==> src/rtl/ozphy_tx_pkg.sv <==
`default_nettype none
// ============================================================================
// Module      : ozphy_tx_pkg
// Description : Shared types and constants for the transmit-side PHY blocks.
//               Provides the serializer state type, the default symbol width,
//               and the PRBS7 (x^7 + x^6 + 1) tap/seed constants.
// Revision    : 1.0 - initial release
// ============================================================================
package ozphy_tx_pkg;

  // Serializer control states
  typedef enum logic [0:0] {
    IDLE = 1'b0,
    RUN  = 1'b1
  } txser_state_e;

  // Default encoded symbol width (one 8b/10b code group)
  localparam int SYM_W_DEFAULT = 10;

  // PRBS7 polynomial x^7 + x^6 + 1: feedback from state bits 6 and 5
  localparam int         PRBS7_TAP_A = 6;
  localparam int         PRBS7_TAP_B = 5;
  localparam logic [6:0] PRBS7_SEED  = 7'h7F;

  // One LFSR step: shift left, feedback bit enters at bit 0
  function automatic logic [6:0] prbs7_step(input logic [6:0] s);
    return {s[5:0], s[PRBS7_TAP_A] ^ s[PRBS7_TAP_B]};
  endfunction

endpackage : ozphy_tx_pkg
`default_nettype wire

==> src/rtl/prbs7_gen.sv <==
`default_nettype none
// ============================================================================
// Module      : prbs7_gen
// Description : PRBS7 (x^7 + x^6 + 1) bit generator. bit_out is the feedback
//               bit of the current state (or of the seed while seed_load is
//               high, so the first bit after a reseed is valid immediately).
// Revision    : 1.0 - initial release
// ============================================================================
module prbs7_gen
  import ozphy_tx_pkg::*;
(
  input  logic clk,
  input  logic reset_n,
  input  logic seed_load,
  input  logic adv,
  output logic bit_out
);

  logic [6:0] r_lfsr;
  logic [6:0] w_base;

  // Reseeding takes effect in the same cycle so no stale bit escapes
  assign w_base  = seed_load ? PRBS7_SEED : r_lfsr;
  assign bit_out = w_base[PRBS7_TAP_A] ^ w_base[PRBS7_TAP_B];

  // LFSR state: seed on reset, step on reseed or advance
  always_ff @(posedge clk or negedge reset_n) begin
    if (!reset_n) begin
      r_lfsr <= PRBS7_SEED;
    end else if (seed_load || adv) begin
      r_lfsr <= prbs7_step(w_base);
    end
  end

endmodule : prbs7_gen
`default_nettype wire

==> src/rtl/tx_serializer.sv <==
`default_nettype none
// ============================================================================
// Module      : tx_serializer
// Description : Bit-serial transmit stage after the 8b/10b encoder. Accepts
//               one SYM_W-bit symbol per symbol period over valid/ready and
//               shifts it out one bit per clk. Drives electrical idle when
//               starved and keeps a saturating underrun count.
//               Optional feature macro: TXSER_PRBS7_EN (adds prbs_en input
//               and a PRBS7 test-pattern source).
// Revision    : 1.0 - initial release
// ============================================================================
module tx_serializer
  import ozphy_tx_pkg::*;
#(
  parameter int SYM_W     = SYM_W_DEFAULT,
  parameter int LSB_FIRST = 1,
  parameter int UCNT_W    = 8
) (
  input  logic              clk,
  input  logic              reset_n,
  input  logic              en,
`ifdef TXSER_PRBS7_EN
  input  logic              prbs_en,
`endif
  input  logic [SYM_W-1:0]  sym_in,
  input  logic              sym_valid,
  output logic              sym_ready,
  output logic              serial_out,
  output logic              elec_idle,
  output logic              underrun,
  output logic [UCNT_W-1:0] underrun_cnt
);

  localparam int               CNT_W  = $clog2(SYM_W);
  localparam logic [CNT_W-1:0] C_LAST = CNT_W'(SYM_W - 1);

  txser_state_e      r_state;
  txser_state_e      w_state_nxt;
  logic [CNT_W-1:0]  r_bit_cnt;
  logic [CNT_W-1:0]  w_cnt_nxt;
  logic [SYM_W-1:0]  r_shreg;
  logic [SYM_W-1:0]  w_shreg_nxt;
  logic              r_serial;
  logic              w_serial_nxt;
  logic              r_elec_idle;
  logic              w_idle_nxt;
  logic              r_underrun;
  logic              w_underrun_nxt;
  logic [UCNT_W-1:0] r_ucnt;
  logic [UCNT_W-1:0] w_ucnt_nxt;

  logic w_prbs_active;
  logic w_prbs_bit;
  logic w_boundary;
  logic w_ready;
  logic w_xfer;
  logic w_underrun_ev;

`ifdef TXSER_PRBS7_EN
  logic r_prbs_d;
  logic w_seed_load;

  // Remember previous prbs_en to reseed on its rising edge
  always_ff @(posedge clk or negedge reset_n) begin
    if (!reset_n) begin
      r_prbs_d <= 1'b0;
    end else begin
      r_prbs_d <= prbs_en;
    end
  end

  assign w_seed_load   = prbs_en && !r_prbs_d;
  assign w_prbs_active = prbs_en;

  prbs7_gen u_prbs7_gen (
    .clk       (clk),
    .reset_n   (reset_n),
    .seed_load (w_seed_load),
    .adv       (prbs_en),
    .bit_out   (w_prbs_bit)
  );
`else
  assign w_prbs_active = 1'b0;
  assign w_prbs_bit    = 1'b0;
`endif

  // Last bit of the current symbol is on the line this cycle
  assign w_boundary = (r_state == RUN) && (r_bit_cnt == C_LAST);

  // Ready gates on reset_n directly so it drops the moment reset asserts
  assign w_ready = reset_n && en && !w_prbs_active &&
                   ((r_state == IDLE) || (r_bit_cnt == C_LAST));
  assign w_xfer  = sym_valid && w_ready;

  // Starved at a boundary while enabled; en low at the boundary is a clean stop
  assign w_underrun_ev = w_boundary && en && !sym_valid && !w_prbs_active;

  // State register
  always_ff @(posedge clk or negedge reset_n) begin
    if (!reset_n) begin
      r_state <= IDLE;
    end else begin
      r_state <= w_state_nxt;
    end
  end

  // Next-state decode: PRBS forces IDLE so its falling edge lands there
  always_comb begin
    w_state_nxt = r_state;
    if (w_prbs_active) begin
      w_state_nxt = IDLE;
    end else if (w_xfer) begin
      w_state_nxt = RUN;
    end else if (w_boundary) begin
      w_state_nxt = IDLE;
    end
  end

  // Output/datapath decode: next values for the registered outputs
  always_comb begin
    w_cnt_nxt      = r_bit_cnt;
    w_shreg_nxt    = r_shreg;
    w_serial_nxt   = 1'b0;
    w_idle_nxt     = 1'b1;
    w_underrun_nxt = 1'b0;
    w_ucnt_nxt     = r_ucnt;
    if (w_prbs_active) begin
      w_serial_nxt = w_prbs_bit;
      w_idle_nxt   = 1'b0;
    end else if (w_xfer) begin
      w_shreg_nxt  = sym_in;
      w_cnt_nxt    = '0;
      w_serial_nxt = (LSB_FIRST != 0) ? sym_in[0] : sym_in[SYM_W-1];
      w_idle_nxt   = 1'b0;
    end else if ((r_state == RUN) && !w_boundary) begin
      // Shift so the next bit always sits next to the edge being sent
      w_cnt_nxt    = r_bit_cnt + 1'b1;
      w_shreg_nxt  = (LSB_FIRST != 0) ? (r_shreg >> 1) : (r_shreg << 1);
      w_serial_nxt = (LSB_FIRST != 0) ? r_shreg[1] : r_shreg[SYM_W-2];
      w_idle_nxt   = 1'b0;
    end else if (w_underrun_ev) begin
      w_underrun_nxt = 1'b1;
      if (r_ucnt != {UCNT_W{1'b1}}) begin
        w_ucnt_nxt = r_ucnt + 1'b1;
      end
    end
  end

  // Datapath and output registers
  always_ff @(posedge clk or negedge reset_n) begin
    if (!reset_n) begin
      r_bit_cnt   <= '0;
      r_shreg     <= '0;
      r_serial    <= 1'b0;
      r_elec_idle <= 1'b1;
      r_underrun  <= 1'b0;
      r_ucnt      <= '0;
    end else begin
      r_bit_cnt   <= w_cnt_nxt;
      r_shreg     <= w_shreg_nxt;
      r_serial    <= w_serial_nxt;
      r_elec_idle <= w_idle_nxt;
      r_underrun  <= w_underrun_nxt;
      r_ucnt      <= w_ucnt_nxt;
    end
  end

  assign sym_ready    = w_ready;
  assign serial_out   = r_serial;
  assign elec_idle    = r_elec_idle;
  assign underrun     = r_underrun;
  assign underrun_cnt = r_ucnt;

endmodule : tx_serializer
`default_nettype wire

==> config.mk <==
export PLATFORM = sky130hd
export DESIGN_NAME = tx_serializer
export DESIGN_NICKNAME = d
export VERILOG_FILES = /design/src/rtl/ozphy_tx_pkg.sv /design/src/rtl/prbs7_gen.sv /design/src/rtl/tx_serializer.sv
export SDC_FILE = /design/constraint.sdc
export NUM_CORES = 1
export LEC_CHECK = 0
export ABC_AREA = 1
export CORE_MARGIN = 8
export CORE_UTILIZATION = 30
export DETAILED_ROUTE_END_ITERATION = 7
export PLACE_DENSITY = 0.53
export SLEW_MARGIN = 20
export SYNTH_ARGS = -nofsm -noshare
export SYNTH_HDL_FRONTEND = slang
export SYNTH_SLANG_ARGS = --single-unit
==> constraint.sdc <==
create_clock -name clk -period 2.18 [get_ports clk]
set_clock_uncertainty 0.15 [all_clocks]
set_input_delay 0.436 -clock clk [delete_from_list [all_inputs] [get_ports clk]]
set_output_delay 0.436 -clock clk [all_outputs]
set_load 0.05 [all_outputs]
==> results.py, run 1 <==
metrics = {
    "clock_network": {
        "clkSlewWorstSetupHoldPaths_ps": 90,
        "cts_buffers": 3,
        "cts_tree": "done",
        "clkSinkCount": 25,
        "clockBufferDepth": 2,
        "cts_root_buf": "clkbuf_8",
        "cts_hold_buf": 0,
        "cts_max_level": 1,
        "clkLatencyLatePin_ps": 260,
    },
    "floorplan": {
        "dieArea_um2": 6644,
        "core_area_um2": 4234,
        "rows": 24,
        "die_height_um": 81.51,
        "start_util": 0.3041,
        "io_pins": 26,
        "die_w_um": 81.51,
    },
    "global_route": {
        "gr-total-overflow": 0,
        "antenna_found_initial": 0,
        "grt_pass1_wl_um": 5354,
        "grt_use_total": 0.09975,
        "grt_max_degree": 26,
        "grt_pass1_vias": 1196,
    },
    "worst_setup_path": {
        "reg2reg_depth": 8,
        "cp_num_buf_inv": 1,
        "startpoint": "underrun_cnt[1]",
        "cp.arrival_ps": 1510,
        "crit_path_top_delay_cell": "clkdlybuf4s50_1",
        "critPathLaunchType": "flip-flop",
        "crit_path_end": "underrun_cnt[1]",
        "crit_chain": "clkdlybuf4s50_1",
        "crit_required_ps": 1590,
        "end_kind": "output port",
        "criticalPathCategory": "reg2out",
        "r2r-start": "r_bit_cnt[1]",
        "reg2reg_slack_ps": 500,
        "r2r-end": "r_shreg[9]",
        "cp_max_fo": 5,
        "crit_path_max_incr_delay_ps": 830,
        "cp.depth": 1,
        "cpLargestDelayFamily": "buffers and inverters",
    },
    "timing": {
        "slew_violations": 0,
        "final_hold_viol_count": 0,
        "hold_slack_ps": 356.1,
        "rsz0062_at_grt": "no",
        "fmax_mhz": 477.5,
        "setup_viol": 0,
        "tightest_slew_ps": 497.4,
        "relSlewSlack": 0.6674,
        "finalCritPeriodShare": 0.9607,
        "period_minus_slack_ps": 2094,
        "tns_ps": 0,
    },
    "synthesis": {
        "synthesis.area_um2": 1287,
        "synth_cell_types": 23,
        "ys_warn_count": 0,
        "synthCells": 156,
        "syn_area_per_cell_um2": 8.253,
        "ys_seq_area_frac": 0.4869,
        "yosys_register_bits": 25,
        "syn_nets": 173,
    },
    "layout": {
        "diodes": 0,
        "drive_gt1_frac": 0.1693,
        "fin_nets": 207,
        "area_delta_synth_final_pct": 30.42,
        "mostFrequentLayoutCells": "nand2_1 (52), dfrtp_1 (24), clkdlybuf4s50_1 (16), buf_4 (16), nand3_1 (15)",
        "fill_cells": 429,
        "multi_input_area_um2": 596.8,
        "layout_commonest_cell": "nand2_1",
        "regArea_um2": 626.9,
    },
    "drt": {
        "drtAntennaViolNets": 0,
        "routed_wl_um": 2957,
        "dr.first_iter.drc_count": 41,
        "wl_per_cell_um": 12.27,
        "first_pass_iters": 4,
        "drc": 0,
        "via_per_inst": 4.676,
        "num_vias": 1127,
    },
    "place": {
        "portBuffers": 25,
        "hpwl_um": 2194,
        "gp_congestion": 0.8221,
    },
    "run_status": {
        "outcome": "completed",
    },
    "worst_hold_path": {
        "hp-class": "reg2reg",
    },
    "run": {
        "timing.max_cap.violations": 0,
    },
    "power": {
        "p_seq_frac": 0.418,
        "powerDensity_nw_per_um2": 1032,
        "p_leak_nw": 0.8033,
        "p_int_w": 0.001030,
        "clock_power_share": 0.160,
        "p_sw_frac": 0.4059,
        "total_power_w": 0.001733,
        "net-switching-power_w": 0.0007035,
        "combPwrFrac": 0.421,
        "peakVddDrop_mv": 0.2672,
    },
}
==> how the worst min path moves through the flow <==
stage	start	end	cells after the start
after detailed placement	r_shreg[2]	r_shreg[1]	2
after global placement	r_shreg[8]	r_shreg[7]	2
after global routing	r_shreg[6]	r_shreg[5]	2
after floorplan	reset_n	r_bit_cnt[0]	0
after CTS	r_shreg[8]	r_shreg[7]	2
final	r_shreg[8]	r_shreg[7]	2
==> synth_stat cells (all sizes together) <==
| master | n | area (µm²) |
|---|---|---|
| dfstp | 1 | 26.28 |
| clkinv | 1 | 3.750 |
| nand3b | 2 | 15.01 |
| nand4 | 10 | 62.56 |
| buf | 4 | 26.27 |
| ha | 3 | 37.54 |
| nor2 | 10 | 40.04 |
| a31oi | 1 | 6.260 |
| inv | 11 | 41.29 |
| dfrtp | 24 | 600.6 |
| or2 | 2 | 12.51 |
| o21ai | 4 | 20.01 |
| nand2 | 55 | 214.0 |
| xnor2 | 2 | 17.52 |
| nand3 | 17 | 95.09 |
| o211ai | 8 | 60.06 |
| xor2 | 1 | 8.760 |
==> registers in the layout, indices dropped and copies added (netlist names) <==
signal,count
r_bit_cnt,4
serial_out,1
underrun_cnt,8
r_shreg,9
underrun,1
elec_idle,1
r_state,1
==> worst register-to-register path, delay by kind of cell (launching register included) <==
kind                     cells  cell delay [ps]
AND/OR/NAND/NOR              5              540
adder cells (fa/ha/maj)      1              170
buffers and inverters        2              300
flip-flops                   1              400
==> cell families after synthesis <==
kind of cell / after synthesis / share of synthesized area
AOI/OAI and AO/OA: 13 / 0.06705
xor gates and xnor gates: 3 / 0.02041
adders and majority gates: 3 / 0.02916
and+or+nand+nor: 96 / 0.3411
DFF: 25 / 0.4869
buffers and inverters: 16 / 0.05539
==> stage by stage <==
stage	instance area (µm²)	instances	setup slack, ps	util
after detailed placement	1614	235	195.9	0.3812
after global routing	1679	241	9.249	0.3966
after global placement	1614	235	192.6	0.3812
after CTS	1659	239	55.58	0.3918
final	1679	241	85.75	0.3966
after floorplan	1290	156	117.6	-
==> power by group through the flow <==
stage	clock [W]	combinational [W]	sequential [W]
floorplan	0	0.000369	0.000836
global placement	0	0.000690	0.000730
detailed placement	0	0.000705	0.000734
CTS	0.000288	0.000704	0.000728
global route	0.000312	0.000826	0.000751
finish	0.000278	0.000730	0.000725
==> per-layer routing <==
metal	GRT usage	routed length, µm
met3	0.02516	162
met4	0.03750	40
met1	0.1307	1448
met5	0	0
met2	0.1543	1307
==> final cells by class <==
cell class                      instances  area share
Sequential cell                        25      0.3733
Multi-Input combinational cell        115      0.3554
Timing Repair Buffer                   33      0.1788
Tap cell                               52     0.03875
Clock buffer                            4     0.02683
Inverter                               12     0.02683
==> timing repair <==
action	CTS	global route
setup endpoints to repair	0	1
gates resized for setup	0	1
hold endpoints to repair	0	0
buffers inserted	0	2
Power figures use the tool's default switching activity.
==> run 2: changes to the inputs <==
SYNTH_HIERARCHICAL = 1   (was unset)
clock period = 2.7 ns   (was 2.18 ns; I/O delays follow)
==> run 2 against run 1 <==
Against the previous run:
- cell area fell by 1.3%
- hold slack got worse by 6.5 ps
- via count is 0.98% higher
- cell count fell by 2.1%
- critical endpoint is now sym_ready
- first-iteration DRC count increased by 32%
- largest cell class unchanged
- clock-buffer cell count decreased by 1
- highest routed layer unchanged
- critical path type unchanged
- die area stayed put
- register-to-register slack improved by 480 ps
==> results.py, run 2 <==
metrics = {
    "global_route": {
        "antenna_found_initial": 0,
        "grt_max_degree": 26,
        "grt_use_total": 0.09418,
        "gr-total-overflow": 0,
        "grt_pass1_vias": 1097,
        "grt_pass1_wl_um": 4947,
    },
    "timing": {
        "slew_violations": 0,
        "rsz0062_at_grt": "no",
        "hold_slack_ps": 349.5,
        "fmax_mhz": 403.1,
        "period_minus_slack_ps": 2481,
        "fin_ws_ps": 219.0,
        "tns_ps": 0,
        "finalCritPeriodShare": 0.9189,
        "final_hold_viol_count": 0,
        "tightest_slew_ps": 505.6,
        "setup_viol": 0,
        "relSlewSlack": 0.6619,
    },
    "layout": {
        "largest_reg_flops": 9,
        "fin_nets": 202,
        "fill_cells": 429,
        "final_area_um2": 1658,
        "diodes": 0,
        "layout_commonest_cell": "nand2_1",
        "drive_gt1_frac": 0.1033,
        "top_register": "r_shreg",
        "area_delta_synth_final_pct": 28.77,
        "mostFrequentLayoutCells": "nand2_1 (52), clkdlybuf4s50_1 (24), dfrtp_1 (24)",
        "final_util": 0.3915,
    },
    "clock_network": {
        "cts_resized": 0,
        "cts_buffers": 3,
        "cts_hold_buf": 0,
        "clkSlewWorstSetupHoldPaths_ps": 90,
        "clkLatencyLatePin_ps": 270,
        "cts_max_level": 1,
        "cts_setup_buffers": 0,
        "cts_root_buf": "clkbuf_8",
        "cts_tree": "done",
        "clockBufferDepth": 2,
        "clkSinkCount": 25,
    },
    "synthesis": {
        "synth_cell_types": 23,
        "ys_seq_area_frac": 0.4869,
        "syn_area_per_cell_um2": 8.253,
        "syn_nets": 173,
        "synth_area_leaders": "dfrtp_1 (47%), nand2_1 (15%), nand3_1 (5.8%)",
        "netlist_top_cells_count": "nand2_1 (52), dfrtp_1 (24), nand3_1 (15)",
        "synth-edff-count": 0,
        "yosys.cell_count.top_type": "nand2_1",
        "synthFlopType": "dfrtp_1",
        "ys_warn_count": 6,
        "synth_top_area_share": 0.4665,
        "yosysTopAreaCell": "dfrtp_1",
        "yosys_register_bits": 25,
        "async_flop_share": 1.000,
        "synthesis.area_um2": 1287,
        "synthCells": 156,
    },
    "run": {
        "timing.max_cap.violations": 0,
    },
    "worst_setup_path": {
        "criticalPathCategory": "reg2out",
        "crit_chain": "inv_1 > ha_1 > nand3_2 > nand2_2 > clkinv_1 > nor2_1 > buf_12",
        "cp_max_fo": 10,
        "cp.arrival_ps": 1790,
        "crit_path_end": "sym_ready",
        "crit_required_ps": 2010,
        "reg2reg_depth": 8,
        "critPathLaunchType": "flip-flop",
        "r2r-end": "r_bit_cnt[1]",
        "reg2reg_slack_ps": 980,
        "end_kind": "output port",
        "r2r-start": "r_bit_cnt[1]",
        "crit_path_top_delay_cell": "dfrtp_1",
        "startpoint": "r_bit_cnt[1]",
        "crit_path_max_incr_delay_ps": 420,
    },
    "drt": {
        "first_pass_iters": 4,
        "routed_wl_um": 2930,
        "dr.first_iter.drc_count": 54,
        "via_per_inst": 4.822,
        "num_vias": 1138,
        "drc": 0,
        "wl_per_cell_um": 12.42,
        "drtAntennaViolNets": 0,
    },
    "power": {
        "peakVddDrop_mv": 0.2533,
        "p_leak_nw": 0.7632,
        "powerDensity_nw_per_um2": 827.1,
    },
    "place": {
        "portBuffers": 25,
        "gp_congestion": 0.7800,
        "placement.cell_area_um2": 1609,
        "preCtsSetupSlack_ps": 373.0,
        "hpwl_um": 2201,
    },
    "run_status": {
        "outcome": "completed",
    },
    "floorplan": {
        "io_pins": 26,
        "die_w_um": 81.51,
        "start_util": 0.3041,
        "core_area_um2": 4234,
        "die_height_um": 81.51,
        "rows": 24,
        "dieArea_um2": 6644,
    },
    "worst_hold_path": {
        "hp-class": "reg2reg",
        "min_from": "r_shreg[5]",
    },
}
run 2: cell count changes in the layout (fill, tap and decap cells not counted), sizes merged:
cell           delta
buf              -13
clkbuf            -1
clkinvlp          +1
clkdlybuf4s50     +8
run 2: cell type report:
class	instances	area, µm²	area share
multi-input combinational	115	589.3	0.3555
clock buffer	3	41.29	0.02491
inverter	12	45.04	0.02717
sequential	25	626.9	0.3781
tap	52	65.06	0.03925
clock inverter	1	7.507	0.004528
timing repair buffer	28	282.8	0.1706
run 2: logic make-up after synthesis:
group	share of synthesized area
adder cells (fa/ha/maj)	0.02916
AO/OA/AOI/OAI	0.06705
AND/OR/NAND/NOR	0.3411
flip-flops	0.4869
XOR/XNOR	0.02041
buffers and inverters	0.05539
run 2: routing by layer:
metal,up-vias,wire length (µm),share of wire,global-route usage
met5,-,0,0,0
met4,0,11,0.0038,0.03393
met3,2,167,0.057,0.02626
met2,25,1324,0.45,0.1472
met1,538,1427,0.49,0.1212
li1,573,-,-,-
run 2: how the worst min path moves through the flow:
| stage | depth (start not counted) | slack, ps | to |
|---|---|---|---|
| final | 2 | 350 | r_shreg[4] |
| after global routing | 2 | 370 | r_shreg[8] |
| after CTS | 2 | 350 | r_shreg[4] |
| after detailed placement | 2 | 330 | r_shreg[4] |
| after global placement | 2 | 330 | r_shreg[7] |
| after floorplan | 0 | 90 | r_bit_cnt[0] |
run 2: per-stage QoR:
step	power, W	std cells
after floorplan	0.0009708	156
after global placement	0.001131	232
after detailed placement	0.001157	232
after CTS	0.001389	236
after global routing	0.001473	236
final	0.001371	236
run 2: worst max-delay path: cells and delay by family, from the launching register on:
kind / cells / cell delay, ps
adder cells (fa/ha/maj): 1 / 170
AND/OR/NAND/NOR: 3 / 450
flip-flops: 1 / 420
buffers and inverters: 3 / 470
run 2: power breakdown:
group          internal, W  switching, W  leakage, nW
registers         0.000494     0.0000962        0.328
logic             0.000206      0.000347        0.413
clock network     0.000105      0.000124       0.0217
total             0.000805      0.000566        0.763
